--- src/rtl/ctrl_pipe_unit.sv ---
// Pipelined control unit: combinational decode, then E/M/W control registers with stall/flush and flag tracking.
// Build macro COND_EXEC_EN enables ARM-style conditional execution; without it, cond is ignored.
module ctrl_pipe_unit #(
  parameter int unsigned ALUCTL_W   = 4,
  parameter logic [3:0]  MEM_ALU_OP = 4'b0100
) (
  input  logic                clk,
  input  logic                reset,
  input  logic [1:0]          op,
  input  logic [5:0]          funct,
  input  logic [3:0]          cond,
  input  logic                valid_d,
  input  logic                stall_e,
  input  logic                flush_e,
  input  logic [3:0]          alu_flags,
  output logic [1:0]          imm_src_d,
  output logic [1:0]          reg_src_d,
  output logic [ALUCTL_W-1:0] alu_control_e,
  output logic                alu_src_e,
  output logic                mov_imm_e,
  output logic                dest_src_e,
  output logic                cond_pass_e,
  output logic                branch_taken_e,
  output logic                mem_write_m,
  output logic                reg_write_m,
  output logic                reg_write_w,
  output logic [1:0]          result_src_w,
  output logic                reg_data_src_w,
  output logic                pc_src_w,
  output logic [3:0]          flags_q
);

  localparam logic [ALUCTL_W-1:0] MEM_OP_EXT = ALUCTL_W'(MEM_ALU_OP);

  typedef struct packed {
    logic                reg_write;
    logic                mem_write;
    logic                mov_imm;
    logic                alu_src;
    logic                pc_src;
    logic                branch;
    logic                reg_data_src;
    logic                dest_src;
    logic [1:0]          flag_write;
    logic [1:0]          result_src;
    logic [ALUCTL_W-1:0] alu_control;
  } ctrl_t;

  typedef struct packed {
    logic       reg_write;
    logic       mem_write;
    logic       pc_src;
    logic       reg_data_src;
    logic [1:0] result_src;
  } mem_ctrl_t;

  typedef struct packed {
    logic       reg_write;
    logic       pc_src;
    logic       reg_data_src;
    logic [1:0] result_src;
  } wb_ctrl_t;

  ctrl_t     dec;
  ctrl_t     e_q, e_d;
  mem_ctrl_t m_q, m_d;
  wb_ctrl_t  w_q, w_d;
  logic      valid_e_q, valid_e_d;
  logic      valid_m_q, valid_m_d;
  logic      valid_w_q, valid_w_d;
  logic [3:0] flags_d;
  logic      pass_e;
  logic      flag_upd;

  always_comb begin : decode
    dec = '0;
    case (op)
      2'b00: begin
        dec.reg_write          = ~funct[5] | (funct == 6'b111010);
        dec.mov_imm            = funct[5];
        dec.alu_control[3:0]   = funct[4:1];
        dec.pc_src             = (funct == 6'b010010);
        dec.flag_write[1]      = funct[0];
        dec.flag_write[0]      = funct[0] & ((funct[4:1] == 4'd2) || (funct[4:1] == 4'd4) ||
                                             (funct[4:1] == 4'd10));
      end
      2'b01: begin
        dec.mem_write   = ~funct[0];
        dec.reg_write   = funct[0];
        dec.alu_src     = 1'b1;
        dec.alu_control = MEM_OP_EXT;
      end
      2'b10: begin
        dec.branch       = funct[5];
        dec.reg_write    = funct[4];
        dec.reg_data_src = funct[4];
        dec.dest_src     = 1'b1;
        dec.alu_src      = 1'b1;
        dec.alu_control  = MEM_OP_EXT;
      end
      default: dec = '0;
    endcase
    dec.result_src = {dec.pc_src, dec.pc_src | (op == 2'b01)};
  end

  assign imm_src_d = op;
  assign reg_src_d = {op == 2'b10, op == 2'b01};

`ifdef COND_EXEC_EN
  logic [3:0] cond_e_q, cond_e_d;

  // Pairs of codes share a base test; the odd code of each pair is its inverse.
  function automatic logic cond_holds(input logic [3:0] c, input logic [3:0] f);
    logic n_f, z_f, c_f, v_f, base;
    {n_f, z_f, c_f, v_f} = f;
    case (c[3:1])
      3'b000:  base = z_f;
      3'b001:  base = c_f;
      3'b010:  base = n_f;
      3'b011:  base = v_f;
      3'b100:  base = c_f & ~z_f;
      3'b101:  base = (n_f == v_f);
      3'b110:  base = ~z_f & (n_f == v_f);
      default: base = 1'b1;
    endcase
    return (c[3:1] == 3'b111) ? 1'b1 : (base ^ c[0]);
  endfunction

  always_comb begin : cond_next
    cond_e_d = cond_e_q;
    if (flush_e) begin
      cond_e_d = '0;
    end else if (!stall_e) begin
      cond_e_d = cond;
    end
  end

  always_ff @(posedge clk) begin
    if (reset) begin
      cond_e_q <= '0;
    end else begin
      cond_e_q <= cond_e_d;
    end
  end

  assign pass_e = valid_e_q & cond_holds(cond_e_q, flags_q);
`else
  logic cond_unused;
  assign cond_unused = ^cond;
  assign pass_e      = valid_e_q;
`endif

  always_comb begin : e_next
    e_d       = e_q;
    valid_e_d = valid_e_q;
    if (flush_e) begin
      e_d       = '0;
      valid_e_d = 1'b0;
    end else if (!stall_e) begin
      e_d       = valid_d ? dec : '0;
      valid_e_d = valid_d;
    end
  end

  // A stalled E slot hands M a bubble; a failing instruction still advances, minus its side effects.
  always_comb begin : m_next
    m_d       = '0;
    valid_m_d = 1'b0;
    if (!stall_e) begin
      valid_m_d        = valid_e_q;
      m_d.reg_write    = e_q.reg_write & pass_e;
      m_d.mem_write    = e_q.mem_write & pass_e;
      m_d.pc_src       = e_q.pc_src & pass_e;
      m_d.reg_data_src = e_q.reg_data_src;
      m_d.result_src   = e_q.result_src;
    end
  end

  always_comb begin : w_next
    valid_w_d        = valid_m_q;
    w_d.reg_write    = m_q.reg_write;
    w_d.pc_src       = m_q.pc_src;
    w_d.reg_data_src = m_q.reg_data_src;
    w_d.result_src   = m_q.result_src;
  end

  assign flag_upd = pass_e & ~stall_e;

  // flag_write[1] covers {N,Z} (bits 3:2), flag_write[0] covers {C,V} (bits 1:0).
  for (genvar gi = 0; gi < 4; gi++) begin : g_flag
    assign flags_d[gi] = (flag_upd && e_q.flag_write[gi/2]) ? alu_flags[gi] : flags_q[gi];
  end

  always_ff @(posedge clk) begin
    if (reset) begin
      e_q       <= '0;
      m_q       <= '0;
      w_q       <= '0;
      valid_e_q <= 1'b0;
      valid_m_q <= 1'b0;
      valid_w_q <= 1'b0;
      flags_q   <= '0;
    end else begin
      e_q       <= e_d;
      m_q       <= m_d;
      w_q       <= w_d;
      valid_e_q <= valid_e_d;
      valid_m_q <= valid_m_d;
      valid_w_q <= valid_w_d;
      flags_q   <= flags_d;
    end
  end

  assign alu_control_e  = valid_e_q ? e_q.alu_control : '0;
  assign alu_src_e      = valid_e_q & e_q.alu_src;
  assign mov_imm_e      = valid_e_q & e_q.mov_imm;
  assign dest_src_e     = valid_e_q & e_q.dest_src;
  assign cond_pass_e    = pass_e;
  assign branch_taken_e = valid_e_q & e_q.branch & pass_e;

  assign mem_write_m    = valid_m_q & m_q.mem_write;
  assign reg_write_m    = valid_m_q & m_q.reg_write;

  assign reg_write_w    = valid_w_q & w_q.reg_write;
  assign result_src_w   = valid_w_q ? w_q.result_src : 2'b00;
  assign reg_data_src_w = valid_w_q & w_q.reg_data_src;
  assign pc_src_w       = valid_w_q & w_q.pc_src;

endmodule
--- config.mk ---
export PLATFORM = sky130hd
export DESIGN_NAME = ctrl_pipe_unit
export DESIGN_NICKNAME = d
export VERILOG_FILES = /design/src/rtl/ctrl_pipe_unit.sv
export SDC_FILE = /design/constraint.sdc
export NUM_CORES = 1
export LEC_CHECK = 0
export BUFFER_PORTS_ARGS = -buffer_cell sky130_fd_sc_hd__buf_2
export CAP_MARGIN = 20
export CORE_MARGIN = 2
export CORE_UTILIZATION = 39
export CTS_CLUSTER_SIZE = 8
export DETAILED_ROUTE_END_ITERATION = 8
export GPL_TIMING_DRIVEN = 1
export SYNTH_ARGS = -nofsm -noshare
export SYNTH_HDL_FRONTEND = slang
export SYNTH_SLANG_ARGS = --single-unit
--- constraint.sdc ---
create_clock -name clk -period 1.75 [get_ports clk]
set_clock_uncertainty 0.1 [all_clocks]
set_input_delay 0.0875 -clock clk [delete_from_list [all_inputs] [get_ports clk]]
set_output_delay 0.0875 -clock clk [all_outputs]
set_load 0.05 [all_outputs]
; Word level (Yosys, flattened, before mapping)
; Cells that the tools add are included.
[totals]
inputBits = 21
reg_bits = 34
latch_bits = 0
n_memories = 0
rom_bits = 0
out_inout_bits = 24
mem_bits_rw = 0
[op_classes]
bitwise_logic = 20
n_div = 0
n_eq_ne = 7
n_lt_le_gt_ge = 0
n_mul = 0
shifts = 0
muxes = 11
addsub = 0
n_reduce_logical = 8
[ops]
columns = op, n
row1 = 16-bit 2-to-1 mux, 1
row2 = 1-bit AND, 15
row3 = 4-bit one-hot mux with 2 select lines, 1
row4 = 6-bit by 5-bit equality test with 1-bit output (second input constant), 1
row5 = 6-bit equality test (second input constant), 1
row6 = 2-bit OR reduction, 3
row7 = 4-bit by 2-bit equality test with 1-bit output (second input constant), 1
row8 = 4-bit by 3-bit equality test with 1-bit output (second input constant), 1
row9 = 4-bit equality test (second input constant), 1
row10 = 1-bit 2-to-1 mux, 4
row11 = 2-bit 2-to-1 mux, 2
row12 = 4-bit 2-to-1 mux, 1
row13 = 3-bit 2-to-1 mux, 1
row14 = 1-bit NOT, 3
row15 = 1-bit one-hot mux with 3 select lines, 1
row16 = 2-bit by 1-bit equality test with 1-bit output (second input constant), 1
row17 = 2-bit equality test (second input constant), 1
row18 = 1-bit logical AND, 2
row19 = 2-bit logical NOT, 1
row20 = 1-bit logical OR, 2
row21 = 1-bit bitwise OR, 2

; Longest topological paths before layout
; Gate-level depths: netlist of run 1.
[depth]
ltp_word = 6
ltp_mapped = 5
mapped_depth_nobuf = 5

; Worst setup path before layout of run 1
; No wires, ideal clock.
[synth_path]
path_kind = flip-flop to output port
start = reg valid_e_q, in the netlist cond_pass_e
end = out alu_control_e[2]
required_ps = 1562
path_buffers = 1
stages_incl_launch_ff = 3
t_arrival_ps = 1378
slack_ps = 185
cell_sequence = dfxtp_1 > clkbuf_1 > and2_1
[synth_via]
elab_chain_cells = 1
[synth_rtl]
columns = element, line
row1 = "start, declared", 68  ; logic valid_e_q, valid_e_d;
row2 = "start signal, assigned", 207  ; valid_e_q <= valid_e_d;
row3 = 4-bit 2-to-1 mux, 214  ; assign alu_control_e = valid_e_q ? e_q.alu_control : '0;
row4 = "end, declared", 18  ; output logic [ALUCTL_W-1:0] alu_control_e,
; No other way between the ends.

; Worst setup path after layout of run 1
[layout_path]
start = in funct[0]
end = reg e_q[15] (netlist bit)
[layout_via]
elab_chain_cells = 4
[layout_rtl]
columns = element, line
row1 = "start, declared", 10  ; input logic [5:0] funct,
row2 = 6-bit equality test, 79  ; dec.reg_write = ~funct[5] | (funct == 6'b111010);
row3 = 1-bit bitwise OR, 79
row4 = 1-bit one-hot mux with 3 select lines (*), 77  ; case (op)
row5 = 16-bit 2-to-1 mux (*), 160  ; e_d = valid_d ? dec : '0;
row6 = "end signal, assigned", 196  ; e_q <= '0;
row7 = "end signal, assigned", 204  ; e_q <= e_d;
row8 = "end, declared", 65  ; ctrl_t e_q, e_d;
; Mark *: on every way between the ends. The rest lies on a longest branch, timed or not.
; A chain may end at the register's enable or synchronous reset.

==> flow_summary.json, run 1 <==
{
  "io_pins": 45,
  "tritoncts": "yes",
  "netlist_area_um2": 1353,
  "start_util": 0.4053,
  "timing_worst_slew_pin_value_ns": 0.4567,
  "drc": 0,
  "firstDrtPassIters": 4,
  "grt_start_max_net_pins": 29,
  "clkLatencyLatePin_ns": 0.32,
  "p_clk_frac": 0.344,
  "nFillCells": 326,
  "slew_headroom": 0.6951,
  "end_kind": "flip-flop",
  "num_rows": 21,
  "p_leak_uw": 0.0008174,
  "cp-start-kind": "input port",
  "layout_commonest_cell": "buf_2",
  "dr_wl_met3_um": 216,
  "ant_nets": 0,
  "dr_wl_met2_mm": 1.325,
  "path_class": "in2reg",
  "finish.utilization": 0.5302,
  "coreArea_um2": 3337,
  "wire_per_inst_um": 11.61,
  "routed.top_layer": "met4",
  "period_share": 1.009,
  "design_area_um2": 1769,
  "synth_edf_count": 0,
  "netlist_instances": 141,
  "switching_share": 0.2367,
  "drt-initial-drc-count": 20,
  "seqPwrFrac": 0.555,
  "hold_path_class": "in2reg",
  "viasPerCell": 4.754,
  "cts_buffers": 5,
  "grt_pass1_wl_mm": 4.657,
  "met1_length_mm": 1.216,
  "crit_required_ns": 1.89,
  "chipHeight_um": 62.89,
  "yosys_warnings": 0,
  "drv_cap": 0,
  "most-common-layout-cells": "buf_2, dfxtp_1, and2_1, nor2_1, dlygate4sd3_1",
  "cts.sinks": 33,
  "placed_cell_area_um2": 1567,
  "p_int_uw": 1045,
  "timing.final.hold_violations": 0,
  "num_antenna_cells": 0,
  "combinationalPowerShare": 0.101,
  "setup_viol": 1,
  "ff2ff_setup_slack_ns": 0.48,
  "placedCellCount": 219,
  "grtUsageTotal": 0.1532,
  "post-route-min-period_ns": 1.765,
  "total_power_uw": 1369,
  "area_delta_synth_final_pct": 30.81,
  "cp.arrival_ns": 1.91,
  "power_density_nw_per_um2": 774.1,
  "cts_root_buf": "clkbuf_4",
  "cts.htree.levels": 2,
  "postLayoutSetupSlackWorst_ns": -0.01517,
  "gp_congestion": 0.8811,
  "power_switching_uw": 324.1,
  "vias": 1141,
  "synthesis.nets": 166,
  "grt_antenna_before_repair": 0,
  "cts_buffer_depth": 2,
  "wl_mm": 2.786,
  "gr-total-overflow": 0,
  "clkTransAtPathRegs_ns": 0.09,
  "run_status": "complete, but fails checks",
  "synth-seq-cells": 33,
  "synth_seq_area_share": 0.4884,
  "violations": "setup timing",
  "first_global_vias": 1025,
  "final_cells": 240,
  "synth-async-reset-ratio": 0,
  "dp_hpwl_mm": 1.941,
  "max-vdd-ir-drop_mv": 0.3237,
  "syn_area_per_cell_um2": 9.593,
  "yosysUniqueCellTypes": 30,
  "chipWidth_um": 62.89,
  "slew_viol_final": 0,
  "synth_ff_type": "dfxtp_1",
  "final_layout_size_suffix_gt1_frac": 0.2784,
  "crit_fanout": 4,
  "dieArea_um2": 3955,
  "nets": 218,
  "clock.fmax_ghz": 0.5665,
  "port_buffers": 40
}
cell families after synthesis:
logic type / Yosys count / synth area share
buf+inv: 12 / 0.04625
compound gates: 20 / 0.1018
fa+ha+maj: 4 / 0.03700
mux: 5 / 0.03700
flops: 33 / 0.4884
simple gates: 67 / 0.2895
sequential cells by signal (all words and copies together) (netlist names):
| register | count |
|---|---|
| e_q | 15 |
| m_q | 6 |
| w_q | 5 |
| flags_q | 4 |
| cond_pass_e | 1 |
| valid_m_q | 1 |
| valid_w_q | 1 |
Yosys cell counts, types with 2 or more instances:
library cell | count | share of area
a21oi_1 | 8 | 0.030
a22oi_1 | 5 | 0.028
and2_1 | 19 | 0.088
inv_1 | 3 | 0.0083
nand4b_1 | 3 | 0.019
and3_1 | 3 | 0.014
dfxtp_1 | 33 | 0.49
nor2_1 | 13 | 0.036
nand2_1 | 9 | 0.025
buf_2 | 2 | 0.0074
ha_1 | 4 | 0.037
clkbuf_1 | 4 | 0.011
nand3b_1 | 4 | 0.022
a211oi_1 | 2 | 0.011
nor2b_1 | 8 | 0.037
or3_1 | 2 | 0.0092
mux2i_1 | 5 | 0.037
buf_4 | 2 | 0.011
stage by stage:
| step | hold slack (ns) | setup TNS (ns) | worst slack (ns) |
|---|---|---|---|
| after CTS | 0.02465 | 0 | 0.05415 |
| after global placement | 0.2220 | 0 | 0.4859 |
| final | 0.04261 | -0.01517 | -0.01517 |
| after global routing | 0.02139 | -0.01846 | -0.01846 |
| after detailed placement | 0.2360 | 0 | 0.4502 |
| after floorplan | 0.1314 | 0 | 0.1847 |
layout make-up:
class,count,area [µm²],area share
clock inverters,1,5.005,0.002829
clock buffers,7,65.06,0.03678
flip-flops and latches,33,660.6,0.3734
well taps,46,57.56,0.03253
multi-input cells,96,634.4,0.3586
inverters,3,11.26,0.006365
repair buffers,54,335.3,0.1895
power groups by stage:
stage / combinational [µW] / sequential [µW] / clock [µW]
after global routing: 150 / 761 / 533
after detailed placement: 117 / 777 / 0
after CTS: 136 / 760 / 490
after global placement: 116 / 777 / 0
final: 139 / 759 / 471
after floorplan: 78.0 / 777 / 0
metal layers:
metal	up-vias	global-route usage
met3	6	0.07387
met4	0	0.06667
li1	579	-
met2	49	0.2513
met1	507	0.1672
met5	-	0
worst max-delay path, stage by stage:
cell           delay (ns)
dlygate4sd3_1        0.53
buf_2                0.15
and4bb_2             0.31
nand3_1              0.07
dlygate4sd3_1        0.57
a211oi_2             0.19
timing repair:
action	4_1_cts	5_1_grt
hold endpoints to repair	22	0
hold buffers	12	0
setup endpoints to repair	0	1
setup buffers	0	1
resized for setup	0	1
final timing paths:
path                             from                       to  cells past startpoint
min                          funct[3]      e_q[6]$_SDFFE_PP0N_                      3
max reg2reg  cond_pass_e$_SDFFE_PP0N_  flags_q[2]$_SDFFE_PP0P_                      3
max                          funct[0]     e_q[15]$_SDFFE_PP0N_                      6
min reg2reg         m_q[3]$_SDFF_PP0_        w_q[3]$_SDFF_PP0_                      1
No activity file was read; power rests on OpenSTA's default activity.
==> run 2, diff against run 1 <==
--- a/config.mk
+++ b/config.mk
@@ -5,6 +5,7 @@
 export SDC_FILE = /design/constraint.sdc
 export NUM_CORES = 1
 export LEC_CHECK = 0
+export ABC_CLOCK_PERIOD_IN_PS = 1500
 export BUFFER_PORTS_ARGS = -buffer_cell sky130_fd_sc_hd__buf_2
 export CAP_MARGIN = 20
 export CORE_MARGIN = 2
@@ -12,6 +13,7 @@
 export CTS_CLUSTER_SIZE = 8
 export DETAILED_ROUTE_END_ITERATION = 8
 export GPL_TIMING_DRIVEN = 1
+export PLACE_DENSITY = 0.67
 export SYNTH_ARGS = -nofsm -noshare
 export SYNTH_HDL_FRONTEND = slang
 export SYNTH_SLANG_ARGS = --single-unit
==> constraint.sdc (replaced) <==
create_clock -name clk -period 1.5 [get_ports clk]
set_clock_uncertainty 0.1 [all_clocks]
set_input_delay 0.075 -clock clk [delete_from_list [all_inputs] [get_ports clk]]
set_output_delay 0.075 -clock clk [all_outputs]
set_load 0.05 [all_outputs]
==> run 2 against run 1 <==
Net effect: the run now ends clean; die area unchanged; sequential share of layout area up 0.40 points; via count increased by 1.4%.
==> flow_summary.json, run 2 (synthesis gave the netlist of run 1 again) <==
{
  "cts.htree.levels": 2,
  "path_class": "reg2out",
  "most-common-layout-cells": "buf_2, dfxtp_1, and2_1, nor2_1, dlygate4sd3_1",
  "drv_cap": 0,
  "timing_worst_slew_pin_value_ns": 0.4164,
  "grt_pass1_wl_mm": 5.009,
  "slowest_stage": "dfxtp_4",
  "p_leak_uw": 0.0008151,
  "finalSetupTns_ns": 0,
  "slowest_delay_ns": 0.44,
  "num_antenna_cells": 0,
  "power_density_nw_per_um2": 919.7,
  "final_layout_size_suffix_gt1_frac": 0.2746,
  "finish.utilization": 0.5276,
  "nets": 217,
  "timing.final.hold_violations": 0,
  "end_kind": "primary output",
  "slew_headroom": 0.7224,
  "crit_required_ns": 1.32,
  "clock.fmax_ghz": 0.7342,
  "gp_congestion": 0.8079,
  "setup_viol": 0,
  "post_cts_buffers": 0,
  "chipHeight_um": 62.89,
  "crit_chain": "and2_1 > buf_2",
  "regMostFlops": "e_q",
  "slew_viol_final": 0,
  "io_pins": 45,
  "ant_nets": 0,
  "gr-total-overflow": 0,
  "area_delta_synth_final_pct": 30.16,
  "drt-initial-drc-count": 41,
  "viasPerCell": 4.841,
  "cts_buffers": 5,
  "vias": 1157,
  "dp_hpwl_mm": 1.993,
  "top_regs": "e_q (15), m_q (6), w_q (5)",
  "post-route-min-period_ns": 1.362,
  "rsz0062_at_grt": "no",
  "chipWidth_um": 62.89,
  "coreArea_um2": 3337,
  "wl_mm": 2.906,
  "period_share": 0.9080,
  "layout_commonest_cell": "buf_2",
  "cp.arrival_ns": 1.19,
  "largest_register_ffs": 15,
  "drc": 0,
  "first_global_vias": 1115,
  "nFillCells": 305,
  "cp-start-kind": "flip-flop",
  "hold_path_class": "in2reg",
  "port_buffers": 40,
  "final_cells": 239,
  "clkTransAtPathRegs_ns": 0.10,
  "dieArea_um2": 3955,
  "max-vdd-ir-drop_mv": 0.5038,
  "run_status": "finished clean",
  "crit_fanout": 16,
  "wire_per_inst_um": 12.16,
  "clkLatencyLatePin_ns": 0.34,
  "cts.sinks": 33,
  "grt_start_max_net_pins": 29,
  "placedCellCount": 219,
  "grt_antenna_before_repair": 0,
  "cts_buffer_depth": 2,
  "firstDrtPassIters": 4,
  "num_rows": 21,
  "cts_root_buf": "clkbuf_4",
  "start_util": 0.4053,
  "grtUsageTotal": 0.1630,
  "tritoncts": "yes"
}
==> run 2: cell count changes in the layout (fill, tap and decap cells not counted) <==
| cell | before | now |
|---|---|---|
| dfxtp_1 | 33 | 32 |
| buf_4 | 2 | 1 |
| a211oi_1 | 1 | 2 |
| dfxtp_4 | 0 | 1 |
| a211oi_2 | 1 | 0 |
==> run 2: routing by layer <==
layer  part of all wire  vias up  global-route usage  wire length (µm)
met5                  0        -                   0                 0
met4              0.024        0              0.1056                70
met3              0.058        8             0.05045               168
met2               0.49       37              0.2566              1424
met1               0.43      535              0.1904              1243
li1                   -      577                   -                 -
==> run 2: stage by stage <==
step	total power (µW)	instance area [µm²]	setup slack (ns)	hold slack, ns
floorplan	997.9	1354	0.1358	0.1139
global placement	1041	1568	0.2810	0.2105
detailed placement	1045	1568	0.2311	0.2246
CTS	1638	1758	0.03856	0.06023
global route	1690	1760	0.05512	0.08665
finish	1619	1760	0.1380	0.06699
==> run 2: report_power, final <==
part	switching [µW]	total [µW]	internal [µW]
Clock	300	571	271
Combinational	94.6	163	68.3
Sequential	5.15	885	880
==> run 2: worst paths after layout <==
path	start	depth (start not counted)	slack, ns	end
setup / recovery	cond_pass_e$_SDFFE_PP0N_	2	0.14	mov_imm_e
hold / removal	stall_e	3	0.07	cond_pass_e$_SDFFE_PP0N_
setup reg to reg	e_q[15]$_SDFFE_PP0N_	3	0.45	e_q[15]$_SDFFE_PP0N_
hold reg to reg	m_q[0]$_SDFF_PP0_	1	0.35	w_q[0]$_SDFF_PP0_
==> run 2: critical path: cells and delay by family, from the launching register on <==
family,cells,cell delay [ns]
flops,1,0.44
buf+inv,1,0.26
simple gates,1,0.15
==> run 2: what timing repair did <==
action                                 in CTS  in global routing
endpoints found under the hold margin      24                  0
resized for setup                           0                  1
setup endpoints to repair                   0                  8
hold buffers                               12                  0
==> run 2: final cells by class <==
class                      instances  area [µm²]  share of cell area
timing repair buffer              53       327.8              0.1862
inverter                           3       11.26            0.006397
clock inverter                     1       5.005            0.002843
tap                               46       57.56             0.03269
sequential                        33       664.4              0.3774
multi-input combinational         96       629.4              0.3575
clock buffer                       7       65.06             0.03696
==> run 3, diff against run 2 <==
--- a/config.mk
+++ b/config.mk
@@ -13,7 +13,7 @@
 export CTS_CLUSTER_SIZE = 8
 export DETAILED_ROUTE_END_ITERATION = 8
 export GPL_TIMING_DRIVEN = 1
-export PLACE_DENSITY = 0.67
+export PLACE_DENSITY = 0.78
 export SYNTH_ARGS = -nofsm -noshare
 export SYNTH_HDL_FRONTEND = slang
 export SYNTH_SLANG_ARGS = --single-unit
==> run 3 against run 2 <==
Net effect: total power grew 7.3%; core utilization rose by 0.67 points; first-iteration DRC count decreased by 27%; largest cell class unchanged.
==> flow_summary.json, run 3 (synthesis gave the netlist of run 1 again) <==
{
  "cp-start-kind": "flip-flop",
  "timing.final.hold_violations": 0,
  "postLayoutSetupSlackWorst_ns": 0.1210,
  "final_layout_size_suffix_gt1_frac": 0.2732,
  "port_buffers": 40,
  "regMostFlops": "e_q",
  "max-vdd-ir-drop_mv": 0.5666,
  "cts_root_buf": "clkbuf_4",
  "top_regs": "e_q (15), m_q (6), w_q (5)",
  "slew_viol_final": 0,
  "slowest_stage": "dfxtp_4",
  "coreArea_um2": 3337,
  "critical-path-top-delay-family": "flip-flops",
  "cts.htree.levels": 2,
  "finalSetupTns_ns": 0,
  "run_status": "finished clean",
  "crit_fanout": 16,
  "clkTransAtPathRegs_ns": 0.10,
  "largest_register_ffs": 15,
  "post-route-min-period_ns": 1.379,
  "dp_hpwl_mm": 1.891,
  "path_class": "reg2out",
  "viasPerCell": 4.754,
  "gr-total-overflow": 0,
  "first_global_vias": 1077,
  "clock.fmax_ghz": 0.7252,
  "wire_per_inst_um": 11.82,
  "power_density_nw_per_um2": 974.3,
  "cts.sinks": 33,
  "cp.arrival_ns": 1.20,
  "grt_start_max_net_pins": 20,
  "crit_required_ns": 1.32,
  "area_delta_synth_final_pct": 31.82,
  "placedCellCount": 220,
  "tritoncts": "yes",
  "grt_pass1_wl_mm": 4.926,
  "most-common-layout-cells": "buf_2, dfxtp_1, and2_1, nor2_1, dlygate4sd3_1",
  "gp_congestion": 0.8552,
  "p_leak_uw": 0.0008242,
  "grtUsageTotal": 0.1566,
  "final_cells": 240,
  "total_power_uw": 1737,
  "start_util": 0.4053,
  "clkLatencyLatePin_ns": 0.33,
  "hold_path_class": "in2reg",
  "vias": 1141,
  "firstDrtPassIters": 4,
  "wl_mm": 2.837,
  "drv_cap": 0,
  "dieArea_um2": 3955,
  "nets": 218,
  "crit_buf_inv": 1,
  "grt_antenna_before_repair": 0,
  "cts_buffer_depth": 2,
  "num_antenna_cells": 0,
  "setup_viol": 0,
  "crit_chain": "and2_1 > buf_2",
  "drt-initial-drc-count": 30,
  "io_pins": 45,
  "chipWidth_um": 62.89,
  "period_share": 0.9193,
  "num_rows": 21,
  "end_kind": "primary output",
  "chipHeight_um": 62.89,
  "slowest_delay_ns": 0.44,
  "cts_buffers": 5,
  "timing_worst_slew_pin_value_ns": 0.3173,
  "rsz0062_at_grt": "no",
  "drc": 0,
  "ant_nets": 0,
  "slew_headroom": 0.7885,
  "pre_cts_ws_ns": 0.2564,
  "layout_commonest_cell": "buf_2"
}
[run 3: per-layer routing]
layer | GRT usage | up-vias | share of wire
li1 | - | 581 | -
met1 | 0.1872 | 511 | 0.44
met2 | 0.2660 | 44 | 0.48
met3 | 0.04324 | 5 | 0.067
met4 | 0.05833 | 0 | 0.0092
met5 | 0 | - | 0
[run 3: through the flow]
stage	hold WS, ns	utilization	cell area (µm²)
floorplan	0.1139	-	1354
global placement	0.2069	0.4721	1575
detailed placement	0.2099	0.4721	1575
CTS	0.03155	0.5336	1780
global route	0.04876	0.5343	1783
finish	0.04415	0.5343	1783
[run 3: worst paths after layout]
| check | from | to | slack [ns] | cells past startpoint |
|---|---|---|---|---|
| max | cond_pass_e$_SDFFE_PP0N_ | alu_control_e[1] | 0.12 | 2 |
| min | stall_e | cond_pass_e$_SDFFE_PP0N_ | 0.04 | 3 |
| max reg2reg | cond_pass_e$_SDFFE_PP0N_ | flags_q[0]$_SDFFE_PP0P_ | 0.45 | 3 |
| min reg2reg | m_q[1]$_SDFF_PP0_ | w_q[1]$_SDFF_PP0_ | 0.35 | 1 |
[run 3: worst min-delay path: cells and delay by family]
family,cells,cell delay (ns)
buffers and inverters,1,0.21
AND/OR/NAND/NOR,1,0.09
AO/OA/AOI/OAI,1,0.06
[run 3: report_power, final]
| part | total (µW) | switching (µW) | internal (µW) |
|---|---|---|---|
| clock | 687 | 289 | 398 |
| sequential | 885 | 5.17 | 880 |
| combinational | 165 | 95.4 | 70.0 |
[run 3: cell type report]
cell class / count / area, µm²
clock buffer: 7 / 55.05
clock inverter: 1 / 30.03
fill: 302 / 1554
inverter: 3 / 11.26
multi-input combinational: 96 / 629.4
sequential: 33 / 664.4
tap: 46 / 57.56
timing repair buffer: 54 / 335.3
[run 3: timing repair]
item | 4_1_cts | 5_1_grt
buffers inserted | 0 | 0
resized for setup | 0 | 1
setup endpoints to repair | 0 | 4
hold endpoints to repair | 24 | 0
hold buffers | 12 | 0
